===== config.mk =====
export PLATFORM = sky130hd
export DESIGN_NAME = data_mem_responder
export DESIGN_NICKNAME = d
export VERILOG_FILES = /design/src/rtl/data_mem_responder.sv
export SDC_FILE = /design/constraint.sdc
export NUM_CORES = 1
export LEC_CHECK = 0
export CAP_MARGIN = 20
export CORE_MARGIN = 4
export CORE_UTILIZATION = 62
export CTS_CLUSTER_DIAMETER = 100
export DETAILED_ROUTE_END_ITERATION = 10
export PLACE_DENSITY_LB_ADDON = 0.08
export REMOVE_ABC_BUFFERS = 1
export SYNTH_ARGS = -nofsm -noshare
export SYNTH_HDL_FRONTEND = slang
export SYNTH_SLANG_ARGS = --single-unit

===== constraint.sdc =====
create_clock -name clock -period 4.3 [get_ports clock]
set_input_delay 0.43 -clock clock [delete_from_list [all_inputs] [get_ports clock]]
set_output_delay 0.43 -clock clock [all_outputs]
set_load 0.02 [all_outputs]

===== src/rtl/data_mem_responder.sv =====
// Single-outstanding data-memory responder: a word-addressed RAM behind a
// valid/ready request channel with a fixed, parameterised response latency.
module data_mem_responder #(
  parameter int N       = 32,
  parameter int DEPTH   = 32,
  parameter int LATENCY = 2
) (
  input  logic         clock,
  input  logic         reset,
  input  logic         req_valid,
  output logic         req_ready,
  input  logic         req_write,
  input  logic [31:0]  req_addr,
  input  logic [N-1:0] req_wdata,
  output logic         resp_valid,
  input  logic         resp_ready,
  output logic [N-1:0] resp_rdata,
  output logic         resp_err
);

  localparam int          AW       = (DEPTH > 1) ? $clog2(DEPTH) : 1;
  localparam logic [31:0] DEPTH_W  = 32'(DEPTH);
  localparam logic [3:0]  CNT_LOAD = 4'(LATENCY - 1);

  typedef enum logic [1:0] {
    IDLE = 2'd0,
    WAIT = 2'd1,
    RESP = 2'd2
  } state_t;

  state_t         state_r;
  state_t         state_next_s;
  logic [3:0]     cnt_r;
  logic [3:0]     cnt_next_s;
  logic           accept_s;
  logic           enter_resp_s;
  logic           handshake_s;

  logic           cap_write_r;
  logic [31:0]    cap_addr_r;
  logic [N-1:0]   cap_wdata_r;

  logic           sel_write_s;
  logic [31:0]    sel_addr_s;
  logic [N-1:0]   sel_wdata_s;
  logic [31:0]    sel_index_s;
  logic [AW-1:0]  sel_idx_s;
  logic           sel_err_s;

  logic           req_ready_r;
  logic           resp_valid_r;
  logic           resp_err_r;
  logic [N-1:0]   resp_rdata_r;

  logic [N-1:0]   mem_r [DEPTH] = '{default: '0};

  assign req_ready  = req_ready_r;
  assign resp_valid = resp_valid_r;
  assign resp_rdata = resp_rdata_r;
  assign resp_err   = resp_err_r;

  // With LATENCY=1 the access happens on the accepting edge, before capture, so IDLE uses the live inputs
  always_comb begin
    if (state_r == IDLE) begin
      sel_write_s = req_write;
      sel_addr_s  = req_addr;
      sel_wdata_s = req_wdata;
    end else begin
      sel_write_s = cap_write_r;
      sel_addr_s  = cap_addr_r;
      sel_wdata_s = cap_wdata_r;
    end
    sel_index_s = {2'b00, sel_addr_s[31:2]};
    sel_idx_s   = sel_addr_s[AW+1:2];
    sel_err_s   = (sel_addr_s[1:0] != 2'b00) || (sel_index_s >= DEPTH_W);
  end

  // Next-state and latency counter
  always_comb begin
    state_next_s = state_r;
    cnt_next_s   = cnt_r;
    accept_s     = 1'b0;
    enter_resp_s = 1'b0;
    handshake_s  = 1'b0;
    case (state_r)
      IDLE: begin
        if (req_valid) begin
          accept_s = 1'b1;
          if (LATENCY == 1) begin
            state_next_s = RESP;
            enter_resp_s = 1'b1;
          end else begin
            state_next_s = WAIT;
            cnt_next_s   = CNT_LOAD;
          end
        end else begin
          state_next_s = IDLE;
        end
      end
      WAIT: begin
        if (cnt_r == 4'd1) begin
          state_next_s = RESP;
          cnt_next_s   = 4'd0;
          enter_resp_s = 1'b1;
        end else begin
          cnt_next_s = cnt_r - 4'd1;
        end
      end
      RESP: begin
        if (resp_ready) begin
          state_next_s = IDLE;
          handshake_s  = 1'b1;
        end else begin
          state_next_s = RESP;
        end
      end
      default: begin
        state_next_s = IDLE;
        cnt_next_s   = 4'd0;
      end
    endcase
  end

  // State register and counter
  always_ff @(posedge clock) begin
    if (reset) begin
      state_r <= IDLE;
      cnt_r   <= 4'd0;
    end else begin
      state_r <= state_next_s;
      cnt_r   <= cnt_next_s;
    end
  end

  // Request capture at acceptance
  always_ff @(posedge clock) begin
    if (reset) begin
      cap_write_r <= 1'b0;
      cap_addr_r  <= 32'd0;
      cap_wdata_r <= '0;
    end else if (accept_s) begin
      cap_write_r <= req_write;
      cap_addr_r  <= req_addr;
      cap_wdata_r <= req_wdata;
    end
  end

  // Storage array; no reset so contents survive it, and reset suppresses a pending store
  always_ff @(posedge clock) begin
    if (!reset && enter_resp_s && sel_write_s && !sel_err_s) begin
      mem_r[sel_idx_s] <= sel_wdata_s;
    end
  end

  // Registered handshake and response outputs
  always_ff @(posedge clock) begin
    if (reset) begin
      req_ready_r  <= 1'b1;
      resp_valid_r <= 1'b0;
      resp_rdata_r <= '0;
      resp_err_r   <= 1'b0;
    end else begin
      req_ready_r  <= (state_next_s == IDLE);
      resp_valid_r <= (state_next_s == RESP);
      if (enter_resp_s) begin
        resp_err_r   <= sel_err_s;
        resp_rdata_r <= (!sel_write_s && !sel_err_s) ? mem_r[sel_idx_s] : '0;
      end else if (handshake_s) begin
        resp_err_r   <= 1'b0;
        resp_rdata_r <= '0;
      end
    end
  end

endmodule


# Word-level counts from Yosys, hierarchy flattened
# Memory sizes are Yosys's and may differ from the RTL's.
# Index checks and enable logic that the tools add are counted.
dict set report word_totals {
  reg_bits 106
  latchBits 0
  ram_bits 1024
  mem_bits_ro 0
  output_inout_bits 35
  mem_count 1
}
dict set report op_classes {
  n_addsub 1
  mul 0
  div 0
  magnitude_cmp 1
  n_eq_ne 5
  n_shift 0
  mux 23
  n_bitwise 1
  n_reduce_logical 13
}
# memory words width rd rd_clocked_by_memory_dff write_ports line
set mem_list {}
lappend mem_list {mem_r 32 32 1 0 1 55} ;# logic [N-1:0] mem_r [DEPTH] = '{default: '0};
# op count
set op_table {}
lappend op_table {{$mux 32} 5}
lappend op_table {{$ge 30x6->1 const B} 1}
lappend op_table {{$mux 1} 12}
lappend op_table {{$pmux 4 s3} 1}
lappend op_table {{$mux 4} 2}
lappend op_table {{$pmux 2 s3} 1}
lappend op_table {{$eq 2x2->1 const B} 2}
lappend op_table {{$eq 4x1->1 const B} 1}
lappend op_table {{$logic_and 1x1->1} 4}
lappend op_table {{$logic_not 2->1} 2}
lappend op_table {{$mux 2} 2}
lappend op_table {{$reduce_bool 2->1} 2}
lappend op_table {{$sub 4x1->4 const B} 1}
lappend op_table {{$logic_not 1->1} 3}
lappend op_table {{$eq 2x1->1 const B} 1}
lappend op_table {{$ne 2x2->1 const B} 1}
lappend op_table {{$reduce_and 2->1} 1}
lappend op_table {{$logic_or 1x1->1} 1}
lappend op_table {{$not 1->1} 1}

# Longest topological paths before layout
# Gate-level depths: netlist (run 1).
dict set report depth {
  word_depth 8
  mapped_depth 13
}

# Worst setup path before layout (run 1)
# OpenSTA, ideal clock, no wires.
dict set report synth_timing {
  kind {reg-to-reg}
  startpoint {register cnt_r[1]}
  endpoint {memory mem_r[10][0], enable pin}
  arrival_time_ns 3.523
  t_required_ns 3.879
  path_slack_ns 0.356
  stages_incl_launch_ff 11
  n_path_buf 1
  synth_period_minus_slack_ns 3.944
  cell_sequence {dfxtp_1 > inv_1 > ha_1 > nor3b_1 > nand2_1 > nor2_1 > nand2_1 > or3_1 > or3_1 > clkbuf_1 > nor2_1}
}
dict set report synth_via {
  elab_chain_len 8
}
# item line
set synth_lines {}
lappend synth_lines {{from (decl)} 33} ;# logic [3:0] cnt_r;
lappend synth_lines {{from (signal assigned)} 131} ;# cnt_r <= cnt_next_s;
lappend synth_lines {{$eq 4x1->1} 101} ;# if (cnt_r == 4'd1) begin
lappend synth_lines {{$mux 1} 101}
lappend synth_lines {{$mux 1} 85} ;# case (state_r)
lappend synth_lines {{$logic_and 1x1->1 (3 in a row)} 150} ;# if (!reset && enter_resp_s && sel_write_s && !sel_err_s) begin
lappend synth_lines {{$mux 1} 150}
lappend synth_lines {{$mux 1 (not written as such)} 151} ;# mem_r[sel_idx_s] <= sel_wdata_s;
lappend synth_lines {{to (decl)} 55}
# Every way passes these cells.

# Worst setup path in the final report (run 1)
dict set report layout_timing {
  startpoint {register state_r[0]}
  endpoint {register resp_rdata_r[20] (netlist: resp_rdata[20])}
}
dict set report layout_via {
  elab_chain_len 8
  elab_cells_between_ends 17
  cone_classes {order compare (1); eq/ne (2); mux (6); reduce/logical (7); memory (1)}
}
# item line
set layout_lines {}
lappend layout_lines {{from (decl)} 31} ;# state_t state_r;
lappend layout_lines {{from (signal assigned)} 130} ;# state_r <= state_next_s;
lappend layout_lines {{$logic_not 2->1} 64} ;# if (state_r == IDLE) begin
lappend layout_lines {{$mux 32} 64}
lappend layout_lines {{$ge 30x6->1 or $reduce_bool 2->1 (tied branches)} 75} ;# sel_err_s = (sel_addr_s[1:0] != 2'b00) || (sel_index_s >= DEPTH_W);
lappend layout_lines {{$logic_or 1x1->1} 75}
lappend layout_lines {{$logic_not 1->1} 167} ;# resp_rdata_r <= (!sel_write_s && !sel_err_s) ? mem_r[sel_idx_s] : '0;
lappend layout_lines {{$logic_and 1x1->1} 167}
lappend layout_lines {{$mux 32} 167}
lappend layout_lines {{$mux 32} 165} ;# if (enter_resp_s) begin
lappend layout_lines {{to (signal assigned)} 167}
lappend layout_lines {{to (decl)} 53} ;# logic [N-1:0] resp_rdata_r;
# Several ways; a longest one is shown, not always the timed one.
# A chain may end at the register's enable or synchronous reset.

==> flow_metrics.py, run 1 <==
metrics = {
    "cts": {
        "numCtsBuffers": 108,
        "hold_buffers": 0,
        "cts_max_path_buffers": 3,
        "htreeDepth": 3,
        "clock-root-buffer": "clkbuf_16",
        "clock-sinks": 1130,
        "post_cts_buffers": 0,
        "path_clk_slew_ns": 0.06,
        "cts_repair_resize_count": 0,
        "clock_latency_ns": 0.66,
        "cts_tree": "yes",
    },
    "placed_design": {
        "io_buffers": 103,
        "place_congestion": 0.898,
        "dp_cells": 4287,
        "hpwl_um": 77900,
    },
    "grt": {
        "grt_use_total_pct": 33.8,
        "grt_pass1_wl_um": 186000,
        "gr-total-overflow": 0,
        "antenna_found_initial": 1,
        "grt_pass1_vias": 28800,
        "grt_start_max_net_pins": 98,
    },
    "outcome": {
        "status": "completed",
    },
    "floorplan": {
        "ios": 104,
        "core_area_sq_um": 70400,
        "dieArea_sq_um": 75600,
        "row_count": 97,
        "die_w_um": 275,
        "fp.dieH_um": 275,
        "initial_utilization_pct": 62.8,
    },
    "critical_path": {
        "cp-start-kind": "flop",
        "critPathCaptureType": "flop",
        "crit_buf_inv": 2,
        "critical_path.top_delay_family": "compound AO/OA/AOI/OAI gates",
        "path_class": "reg -> reg",
        "r2r-start": "state_r[0]",
        "r2r_end": "resp_rdata[20]",
        "cp_cell_sequence": "or2_2 -> buf_4 -> a21oi_4 -> buf_4 -> nor2_1 -> a22o_1 -> nor4_1 -> a32o_1",
        "worstPathArrival_ns": 4.54,
        "max_stage_delay_ns": 0.85,
        "cp_max_fo": 37,
        "reg2reg_depth": 8,
        "cp_common_cell": "buf_4",
        "worstPathRequired_ns": 4.89,
        "cpMaxStageDelayCell": "a21oi_4",
        "r2r_setup_slack_ns": 0.36,
    },
    "hold_path": {
        "holdPathEnd": "cap_wdata_r[30]",
        "hold_depth": 2,
        "hold_class": "in -> reg",
        "min-delay-start": "reset",
    },
    "cells_and_area": {
        "nNetsFinal": 3543,
        "fin_cells": 4505,
        "drive_gt1_share_pct": 12.0,
        "fillCellCount": 4501,
        "antenna_cells": 0,
        "synthToLayoutAreaGrowth_pct": 16.1,
    },
    "logic_synthesis": {
        "synthTopCellsByArea": "edfxtp_1 (70%), nand2_1 (7.4%), dfxtp_1 (4.8%), mux2i_1 (3.1%), nand3_1 (2.4%)",
        "yosys_warnings": 0,
        "ys_seq_area_share_pct": 74.3,
        "synth_area_leader_cell": "edfxtp_1",
        "synth_common_cells": "edfxtp_1 (1,024), nand2_1 (872), nand3_1 (215)",
        "synth_ff_type": "edfxtp_1",
        "ys_ff_latch": 1130,
        "ys_async_sr_fraction_pct": 0,
        "synthCells": 3270,
        "synth_top_area_share_pct": 69.5,
        "avgSynthCellArea_sq_um": 13.5,
        "synth.most_common_cell": "edfxtp_1",
        "synthDistinctLibCells": 67,
        "synth_edf_count": 1024,
        "syn_area_sq_um": 44200,
    },
    "drt": {
        "vias": 29400,
        "wl_per_cell_um": 28.4,
        "drtAntennaViolNets": 0,
        "post_drt_via_cell_ratio": 6.53,
        "first_pass_iters": 5,
        "route.detailed.drc": 0,
        "dr.first_iter.drc_count": 4087,
        "wl_um": 128000,
    },
    "timing": {
        "drv_slew": 0,
        "hold_viol_final": 0,
        "worst_pin_slew_ns": 1.41,
        "whs_ns": 0.169,
        "rsz0062_at_grt": "no",
        "relSlewSlack_pct": 6.00,
        "final-setup-viol-count": 0,
        "fmax_mhz": 254,
        "min_period_ns": 3.94,
        "fin_crit_sh_pct": 91.7,
        "finClkSkew_ns": 0.0296,
    },
    "power_and_ir_drop": {
        "peakVddDrop_mv": 0.427,
        "power_density_nw_per_um2": 483,
        "leakagePower_uw": 0.0175,
    },
    "job": {
        "drv_cap": 0,
    },
}
metrics by stage:
stage                     utilization, %  setup slack [ns]  setup TNS [ns]  cell area, sq um  total power [uW]
after floorplan                        -             -4.77        -2912.26             43200             14100
after global placement              67.2             0.234               0             47300             15200
after detailed placement            67.3             0.276               0             47400             15300
after CTS                           72.4             0.448               0             51000             24700
after global routing                72.9             0.213               0             51300             25500
final                               72.9             0.356               0             51300             24800
worst register-to-register path: stages (launching register included):
cell and delay, ns:
dfxtp_1 0.55, or2_2 0.42, buf_4 0.23, a21oi_4 0.85, buf_4 0.60, nor2_1 0.22, a22o_1 0.25, nor4_1 0.49
a32o_1 0.26
sequential cells by signal (all words and copies together), names as in the netlist:
name,cells
cap_addr_r,32
cap_wdata_r,32
cap_write_r,1
cnt_r,4
mem_r,1024
req_ready,1
resp_err,1
resp_rdata,32
resp_valid,1
state_r,2
power by group:
part           internal (uW)  total [uW]  switching [uW]
clock network           5620        9560            3940
logic                    865        2930            2070
registers              12200       12300            41.5
total                  18700       24800            6050
per-layer routing:
metal	track usage [%]	vias to the layer above	routed length, um
met2	54.3	1859	61100
met1	45.7	14700	47300
met5	0	-	13
met4	14.0	2	5650
li1	-	12600	-
met3	6.95	301	14100
worst max-delay path by stage:
stage	from	end	slack (ns)	cells past startpoint
CTS	state_r[0]	resp_rdata[3]	0.45	9
global placement	req_addr[20]	mem_r[4][16]	0.23	10
floorplan	state_r[0]	resp_rdata[12]	-4.77	6
finish	state_r[0]	resp_rdata[20]	0.36	8
detailed placement	req_addr[20]	mem_r[4][16]	0.28	10
global route	state_r[0]	resp_rdata[2]	0.21	10
layout make-up:
cell class,instances,area (sq um),share of cell area (%)
timing repair buffer,283,2960,5.77
clock inverter,38,450,0.878
sequential,1130,32900,64.0
tap,940,1180,2.29
multi-input combinational,1943,10700,20.9
inverter,6,22.5,0.0439
clock buffer,165,3140,6.12
cells in the final DEF (no fill, tap or decap), drive strengths merged, types with 4 or more instances in the layout:
master and count:
nand3 215, a21oi 139, inv 8, nor2 156
clkdlybuf4s50 102, a22oi 15, buf 181, and3 8
nor4 12, mux2i 138, a32oi 64, bufinv 10
or3 6, or4 16, dfxtp 106, o21a 4
edfxtp 1024, o22ai 10, a22o 18, nand2b 5
clkbuf 165, a211oi 4, mux2 11, o21ai 53
mux4 12, clkinv 24, nand2 873, o31ai 17
o2111ai 4, nor3 16, a311oi 4, a32o 12
a221oi 13, nand4 38, a31oi 43
cell families after synthesis:
| group | after synthesis | share of synthesized area [%] |
|---|---|---|
| AOI/OAI and AO/OA | 418 | 6.34 |
| adders and majority gates | 2 | 0.0566 |
| buffers and inverters | 197 | 2.25 |
| DFF | 1130 | 74.3 |
| muxes | 161 | 4.02 |
| and+or+nand+nor | 1362 | 13.0 |
No activity file was read; power rests on OpenSTA's default activity.
==> run 2: changes to the inputs <==
--- a/config.mk
+++ b/config.mk
@@ -7,7 +7,7 @@
 export LEC_CHECK = 0
 export CAP_MARGIN = 20
 export CORE_MARGIN = 4
-export CORE_UTILIZATION = 62
+export CORE_UTILIZATION = 30
 export CTS_CLUSTER_DIAMETER = 100
 export DETAILED_ROUTE_END_ITERATION = 10
 export PLACE_DENSITY_LB_ADDON = 0.08
==> run 2 against run 1 <==
  * Fmax shrank 0.21%
  * Clock power grew 16%
  * Die area grew 100%
  * Register-to-register slack is essentially flat
  * Global-route usage shrank 13 points
  * Largest cell class unchanged
==> flow_metrics.py, run 2 (same netlist as run 1, synthesis figures left out) <==
metrics = {
    "outcome": {
        "status": "completed",
    },
    "floorplan": {
        "row_count": 140,
        "initial_utilization_pct": 30.3,
        "dieArea_sq_um": 154000,
        "fp.dieH_um": 392,
        "ios": 104,
        "die_w_um": 392,
        "core_area_sq_um": 146000,
    },
    "cts": {
        "clock_latency_ns": 0.77,
        "clock-root-buffer": "clkbuf_16",
        "cts_max_path_buffers": 3,
        "cts_repair_resize_count": 0,
        "hold_buffers": 0,
        "htreeDepth": 4,
        "path_clk_slew_ns": 0.06,
        "numCtsBuffers": 133,
        "post_cts_buffers": 0,
        "clock-sinks": 1130,
        "cts_tree": "yes",
    },
    "timing": {
        "rsz0062_at_grt": "no",
        "hold_viol_final": 0,
        "final-setup-viol-count": 0,
        "fmax_mhz": 253,
        "drv_slew": 0,
        "whs_ns": 0.0666,
        "fin_crit_sh_pct": 91.9,
        "min_period_ns": 3.95,
        "worst_pin_slew_ns": 1.09,
        "finClkSkew_ns": 0.0276,
        "relSlewSlack_pct": 27.4,
    },
    "placed_design": {
        "hpwl_um": 98600,
        "place_area_sq_um": 49300,
        "place_congestion": 0.802,
        "io_buffers": 103,
    },
    "cells_and_area": {
        "final_common_cell": "edfxtp_1",
        "postLayoutCellArea_sq_um": 53800,
        "largest_register": "mem_r",
        "nNetsFinal": 3607,
        "drive_gt1_share_pct": 13.7,
        "synthToLayoutAreaGrowth_pct": 21.7,
        "final_cell_mix": "edfxtp_1 (1,024), nand2_1 (871), nand3_1 (215)",
        "largest_reg_flops": 1024,
    },
    "drt": {
        "wl_um": 157000,
        "route.detailed.drc": 0,
        "wl_per_cell_um": 28.2,
        "drtAntennaViolNets": 0,
        "dr.max_layer_used": "met5",
        "first_pass_iters": 6,
        "vias": 28500,
        "wl_met1_um": 69900,
        "post_drt_via_cell_ratio": 5.12,
        "wl_met2_um": 73200,
        "dr.first_iter.drc_count": 2676,
        "wl_met3_um": 9990,
    },
    "grt": {
        "grt_start_max_net_pins": 86,
        "grt_pass1_wl_um": 219000,
        "grt_use_total_pct": 20.3,
        "grt_pass1_vias": 28800,
        "gr-total-overflow": 0,
        "antenna_found_initial": 6,
    },
    "hold_path": {
        "hold_depth": 2,
        "hold_class": "in -> reg",
    },
    "critical_path": {
        "cp-start-kind": "flop",
        "path_class": "reg -> reg",
        "worstPathArrival_ns": 4.57,
        "cp_max_fo": 14,
        "worstPathRequired_ns": 4.91,
        "critPathCaptureType": "flop",
        "reg2reg_depth": 9,
    },
    "job": {
        "drv_cap": 0,
    },
    "power_and_ir_drop": {
        "power_density_nw_per_um2": 494,
        "peakVddDrop_mv": 0.361,
        "leakagePower_uw": 0.0181,
    },
}
==> run 2: changes by cell type in the layout (fill, tap and decap cells not counted), moves of 2 or more <==
cell,change
buf_4,+20
inv_6,+4
buf_16,+3
clkinv_8,+4
clkinv_1,+17
bufinv_16,-2
clkbuf_1,-5
buf_12,+16
clkbuf_16,+26
clkbuf_8,-5
clkinv_2,+4
==> run 2: worst max-delay path, cell delays in order (launching register included) <==
cell     delay, ns
dfxtp_1       0.41
buf_4         0.24
nor2_4        0.25
buf_4         0.38
mux2_2        0.61
nor2_4        0.77
buf_12        0.24
nand3_1       0.10
a31oi_1       0.63
o31ai_1       0.15
==> run 2: layout make-up <==
type	instances	area [sq um]
antenna	1	2.50
tap	1917	2400
timing repair buffer	322	3520
clock buffer	181	3700
inverter	6	22.5
fill	14000	92300
sequential	1130	32900
multi-input combinational	1943	10700
clock inverter	64	567
==> run 2: worst paths after layout <==
check	endpoint	slack (ns)	from
hold reg to reg	cap_wdata_r[4]	0.45	cap_wdata_r[4]
setup / recovery	resp_rdata[17]	0.35	state_r[0]
hold / removal	cap_wdata_r[9]	0.07	reset
setup reg to reg	resp_rdata[17]	0.35	state_r[0]
==> run 2: per-layer routing <==
| metal | vias to the layer above | track usage (%) |
|---|---|---|
| met5 | - | 0 |
| met4 | 4 | 5.66 |
| met3 | 194 | 4.08 |
| met2 | 950 | 32.4 |
| met1 | 14600 | 28.2 |
| li1 | 12700 | - |
==> run 2: power by group <==
| group | internal, uW | switching, uW |
|---|---|---|
| registers | 12200 | 34.9 |
| clock network | 6530 | 4570 |
| logic | 928 | 2250 |
| total | 19700 | 6860 |
==> run 2: per-stage QoR <==
| step | TNS (ns) | setup WS (ns) | utilization [%] | std cells | total power (uW) |
|---|---|---|---|---|---|
| after floorplan | -2912.26 | -4.77 | - | 3079 | 14100 |
| after global placement | -1.37 | -0.0490 | 33.6 | 5299 | 15600 |
| after detailed placement | 0 | 0.0724 | 33.8 | 5310 | 15700 |
| after CTS | 0 | 0.399 | 36.7 | 5555 | 26800 |
| after global routing | 0 | 0.289 | 36.8 | 5563 | 27600 |
| final | 0 | 0.347 | 36.8 | 5564 | 26600 |
